[config.mk]
export PLATFORM = sky130hd
export DESIGN_NAME = vote_result_reader
export DESIGN_NICKNAME = d
export VERILOG_FILES = /design/src/rtl/vote_result_reader.sv
export SDC_FILE = /design/constraint.sdc
export NUM_CORES = 1
export LEC_CHECK = 0
export ABC_AREA = 1
export CORE_MARGIN = 1.5
export CORE_UTILIZATION = 57
export DETAILED_ROUTE_END_ITERATION = 16
export GPL_TIMING_DRIVEN = 0
export PLACE_DENSITY = 0.79
export REMOVE_ABC_BUFFERS = 1
export SKIP_LAST_GASP = 1
export SYNTH_ARGS = -nofsm -noshare
export SYNTH_HDL_FRONTEND = slang
export SYNTH_SLANG_ARGS = --single-unit
[constraint.sdc]
create_clock -name clk -period 10.8 [get_ports clk]
set_input_delay 2.16 -clock clk [delete_from_list [all_inputs] [get_ports clk]]
set_output_delay 2.16 -clock clk [all_outputs]
set_load 0.03 [all_outputs]
[src/rtl/vote_result_reader.sv]
// Host-side reader for the vote counter: pulses Close/Result, captures total and 15 tallies, then picks the winner.
// Optional checksum compare against the total is enabled by defining VOTE_READER_CHECKSUM_EN.
module vote_result_reader #(
  parameter int TOT_WAIT = 1,
  parameter int RES_HIGH = 3,
  parameter int RES_LOW  = 2
) (
  input  logic        clk,
  input  logic        Power,
  input  logic        start,
  input  logic        abort,
  input  logic [11:0] vote_in,
  output logic        Close,
  output logic        Result,
  output logic        busy,
  output logic        done,
  output logic [11:0] total,
  output logic [3:0]  winner,
  output logic [11:0] winner_votes,
  output logic        tie,
  output logic        mismatch,
  input  logic [3:0]  rd_addr,
  output logic [11:0] rd_data
);

  typedef enum logic [2:0] {
    S_IDLE,
    S_CLOSE,
    S_TWAIT,
    S_RHI,
    S_RLO,
    S_SCAN,
    S_DONE
  } state_t;

  localparam logic [7:0] TW_LAST = 8'(TOT_WAIT - 1);
  localparam logic [7:0] RH_LAST = 8'(RES_HIGH - 1);
  localparam logic [7:0] RL_LAST = 8'(RES_LOW - 1);

  state_t      state;
  logic [7:0]  cnt;
  logic [3:0]  idx;
  logic [11:0] max_votes;
  logic [11:0] tbl [16];

  logic        start_ok;
  logic [11:0] scan_val;
  logic        scan_gt;
  logic [11:0] scan_max;

  assign start_ok = start && ((state == S_IDLE) || (state == S_DONE));
  assign scan_val = tbl[idx];
  assign scan_gt  = scan_val > max_votes;
  assign scan_max = scan_gt ? scan_val : max_votes;

  // Entry 0 is never written by a readout, but the guard keeps index 0 reading zero regardless.
  assign rd_data = (rd_addr == 4'd0) ? 12'd0 : tbl[rd_addr];

  always_ff @(posedge clk or posedge Power) begin
    if (Power) begin
      state        <= S_IDLE;
      cnt          <= '0;
      idx          <= 4'd1;
      max_votes    <= '0;
      Close        <= 1'b0;
      Result       <= 1'b0;
      busy         <= 1'b0;
      done         <= 1'b0;
      total        <= '0;
      winner       <= '0;
      winner_votes <= '0;
      tie          <= 1'b0;
      for (int i = 0; i < 16; i++) tbl[i] <= '0;
    end else if (abort) begin
      state  <= S_IDLE;
      cnt    <= '0;
      Close  <= 1'b0;
      Result <= 1'b0;
      busy   <= 1'b0;
      done   <= 1'b0;
    end else begin
      case (state)
        S_IDLE, S_DONE: begin
          if (start) begin
            state        <= S_CLOSE;
            cnt          <= '0;
            idx          <= 4'd1;
            max_votes    <= '0;
            Close        <= 1'b1;
            busy         <= 1'b1;
            done         <= 1'b0;
            total        <= '0;
            winner       <= '0;
            winner_votes <= '0;
            tie          <= 1'b0;
            for (int i = 0; i < 16; i++) tbl[i] <= '0;
          end
        end

        S_CLOSE: begin
          Close <= 1'b0;
          cnt   <= '0;
          state <= S_TWAIT;
        end

        S_TWAIT: begin
          if (cnt == TW_LAST) begin
            total  <= vote_in;
            Result <= 1'b1;
            idx    <= 4'd1;
            cnt    <= '0;
            state  <= S_RHI;
          end else begin
            cnt <= cnt + 8'd1;
          end
        end

        // The tally is taken on the final high cycle, as Result falls.
        S_RHI: begin
          if (cnt == RH_LAST) begin
            tbl[idx] <= vote_in;
            Result   <= 1'b0;
            cnt      <= '0;
            state    <= S_RLO;
          end else begin
            cnt <= cnt + 8'd1;
          end
        end

        S_RLO: begin
          if (cnt == RL_LAST) begin
            cnt <= '0;
            if (idx == 4'd15) begin
              idx   <= 4'd1;
              state <= S_SCAN;
            end else begin
              idx    <= idx + 4'd1;
              Result <= 1'b1;
              state  <= S_RHI;
            end
          end else begin
            cnt <= cnt + 8'd1;
          end
        end

        // Only a strictly larger tally replaces the winner, so the lowest index wins among equals.
        S_SCAN: begin
          if (scan_gt) begin
            max_votes <= scan_val;
            winner    <= idx;
            tie       <= 1'b0;
          end else if ((scan_val == max_votes) && (max_votes != 12'd0)) begin
            tie <= 1'b1;
          end
          if (idx == 4'd15) begin
            winner_votes <= scan_max;
            busy         <= 1'b0;
            done         <= 1'b1;
            state        <= S_DONE;
          end else begin
            idx <= idx + 4'd1;
          end
        end

        default: begin
          state  <= S_IDLE;
          Close  <= 1'b0;
          Result <= 1'b0;
          busy   <= 1'b0;
          done   <= 1'b0;
        end
      endcase
    end
  end

`ifdef VOTE_READER_CHECKSUM_EN
  logic [15:0] sum;
  logic [15:0] sum_next;

  assign sum_next = sum + {4'd0, scan_val};

  // The last SCAN edge folds in entry 15 before comparing, so the compare lands on the DONE entry edge.
  always_ff @(posedge clk or posedge Power) begin
    if (Power) begin
      sum      <= '0;
      mismatch <= 1'b0;
    end else if (!abort) begin
      if (start_ok) begin
        sum      <= '0;
        mismatch <= 1'b0;
      end else if (state == S_SCAN) begin
        sum <= sum_next;
        if (idx == 4'd15) mismatch <= (sum_next != {4'd0, total});
      end
    end
  end
`else
  assign mismatch = 1'b0;
`endif

endmodule

==> metrics <==
setup violators final=0; Internal=0.002047 W; largest net degree at the start of global routing=116; Rel. slew slack=-0.01184; Pleak=8.981 nW; Power Density=217.8 mW/mm^2; routed wire length=48.78 mm; # H-tree levels=1; # Post-CTS Setup Buffers=0; Post-Syn Area=0.01541 mm^2; Hold Path Cell Cnt=2; Slew Viols, Final=17; Synth Area in Compound Gates=0.09700; Yosys top cell area share=0.4075; First-pass DRT Iterations=6; #FFs+latches synth=252; register area share after synthesis=0.4092; R2R Setup Slk=5.36 ns; status=finished, violations left; 1st-iter DRT viols=2424; Logic pwr share=0.425; Detail Route Antenna Nets=0; routability cong.=0.9042; failing checks=capacitance limit, slew limit; count of different cell masters after synthesis=36; Critical Path Sink Type=primary output; post-route non-filler standard cell count=2615; worst-path fanout max=15; Clk pwr share=0.285; fin crit period=7.928 ns; capture point of the worst reg-to-reg path=winner_votes[1]; CTS tree=built; largest cells by area after synthesis=dfrtp_1 (41%), nand2_1 (22%), nand3_1 (8.8%); CP cell instances=clkdlybuf4s50_1, inv_1, nor2_1, nand2_1, a31oi_1, clkdlybuf4s50_1; sequential share of power=0.289; kind of cell adding the most delay to the critical path=buffers and inverters; Max Clock Freq=0.1261 GHz; Filler cells=2366; Worst EP required=8.64 ns; num rows=60; clock buffer count from CTS=30; Final Core Density=0.6367; Synth area leader=dfrtp_1; Yosys Warn Count=0; global-route wire length before repair=77.57 mm; main flop type after synthesis=dfrtp_1; maxcap violations=1; Setup crit start kind=primary input; type of the worst min-delay path=reg2reg; die area=0.02804 mm^2; FF-to-FF path depth=20; largest family of logic cells by synthesized area=simple AND/OR/NAND/NOR gates; ys async rst share=1.000; wire per inst=18.65 um; total grt overflow=0; setup TNS=0 ns; worst clock skew=0.01818 ns; clock slew at reported path FFs=0.05 ns; CP max stage delay=0.99 ns; most frequent cells after synthesis=nand2_1 (897), nand3_1 (272), dfrtp_1 (251), nor2_1 (197), inv_1 (159); mean post-synth cell area=6.696 um^2; hold_sp=total[11]; Clock Latency Late Sink=0.58 ns; Bufs on Longest Clock Path=3; Synth Area in Adders=0.01623; Hold Fails Final Rpt=0; Cells after Synth=2302; Die Y=167.5 um; Nets=2291; TritonCTS Sinks=252; maximum VDD drop=149.4 uV; IO Count=66; CP dominant cell by count=clkdlybuf4s50_1; WP data arrival=5.77 ns; WHS=0.4687 ns; final period utilization=0.7340; cell with the most instances after synthesis=nand2_1; critical path type=in2out; Slowest cell on crit path=clkdlybuf4s50_1; Critical path buffers and inverters=3; Starting Density=0.5768; P_sw=0.001659 W; layout cells sized above 1=0.04617; all-layer global routing usage=0.3504; CTS root buf=clkbuf_16; HPWL Detailed=29.39 mm; initial antenna violation count=0; Area Overhead vs Synth=10.39%; Port Buf Inserts=64; hold buffers post-CTS=0; sw frac=0.4477; origin of the critical flop-to-flop path=idx[0]; antenna cell count=0; post_cts resized=0; vias in the first global route=14870; DP Cell Count=2560; EDFF count, synth=0; Synth Area in XOR/XNOR=0.004545; RSZ-0062 raised after global routing=false; Vias per Instance=5.971; drc violations=0; Hold Crit Endpoint=total[11]; mux cell area share after synthesis=0; Core ar.=0.02673 mm^2; via count=15620; worst slew pin tran=1.512 ns; die width=167.5 um; simple-gate area share of the yosys netlist=0.3770
how the worst max path moves through the flow:
stage | to | depth (start not counted) | start | slack, ns
finish | rd_data[10] | 6 | rd_addr[2] | 2.87
global route | rd_data[0] | 6 | rd_addr[2] | 2.85
CTS | rd_data[1] | 6 | rd_addr[2] | 3.07
detailed placement | rd_data[1] | 6 | rd_addr[2] | 3.08
global placement | rd_data[10] | 7 | rd_addr[0] | -2.37
floorplan | Close | 1 | Power | 1.71
metal layers:
layer	global-route usage	wire length [um]	up-vias
met1	0.4515	18570	7250
li1	-	-	7237
met3	0.07374	5177	212
met4	0.2072	2816	0
met5	0	0	-
met2	0.5473	22220	916
power groups by stage:
stage / logic, W / registers [W] / clock network (W)
floorplan: 0.000910 / 0.00113 / 0
global placement: 0.00142 / 0.00113 / 0
detailed placement: 0.00152 / 0.00108 / 0
CTS: 0.00153 / 0.00107 / 0.00106
global route: 0.00172 / 0.00108 / 0.00110
finish: 0.00158 / 0.00107 / 0.00106
placed cells by master, fill, tap and decap left out, drive strengths merged:
| master | count |
|---|---|
| nand2 | 901 |
| bufinv | 2 |
| or2 | 1 |
| nand4 | 29 |
| clkbuf | 46 |
| xor2 | 5 |
| ha | 20 |
| conb | 1 |
| nand3 | 273 |
| dfstp | 1 |
| o21bai | 1 |
| nor4b | 1 |
| nor2b | 1 |
| dfrtp | 251 |
| o21a | 1 |
| a21oi | 59 |
| clkinv | 8 |
| inv | 170 |
| xnor2 | 3 |
| a31oi | 14 |
| nor2 | 204 |
| and2 | 1 |
| nor3 | 3 |
| clkdlybuf4s50 | 62 |
| buf | 16 |
| o21ai | 157 |
| o211ai | 39 |
| nor4 | 4 |
stage by stage:
step	power, W	instance area (um^2)	worst slack, ns
global placement	0.002546	15650	-2.369
CTS	0.003661	17020	3.073
global route	0.003899	17020	2.846
detailed placement	0.002607	15980	3.080
finish	0.003706	17020	2.872
floorplan	0.002043	14580	1.713
state kept, by name, indices dropped and copies added (netlist names):
| name | flops |
|---|---|
| Close | 1 |
| Result | 1 |
| busy | 1 |
| cnt | 8 |
| done | 1 |
| idx | 4 |
| max_votes | 12 |
| state | 3 |
| tbl | 192 |
| tie | 1 |
| total | 12 |
| winner | 4 |
| winner_votes | 12 |
worst min-delay path: stages (launching register included):
cell	delay (ns)
dfrtp_1	0.34
nand2_1	0.06
nand2_1	0.05
layout make-up:
type                       count  area, um^2  share of cell area
multi-input combinational   1718        7655              0.4499
sequential                   252        6312              0.3710
clock buffer                  46       942.2             0.05537
timing repair buffer          78       932.1             0.05478
inverter                     171       649.4             0.03816
tap                          341       426.7             0.02507
clock inverter                 9       98.84            0.005809
kinds of logic (layout without fill, tap and decap cells):
| kind of cell | after synthesis | in the layout |
|---|---|---|
| other | 1 | 1 |
| xor gates and xnor gates | 8 | 8 |
| DFF | 252 | 252 |
| AOI/OAI and AO/OA | 271 | 271 |
| and+or+nand+nor | 1418 | 1418 |
| adders and majority gates | 20 | 20 |
| buffers and inverters | 332 | 304 |
(Power assumes the default switching activity.)
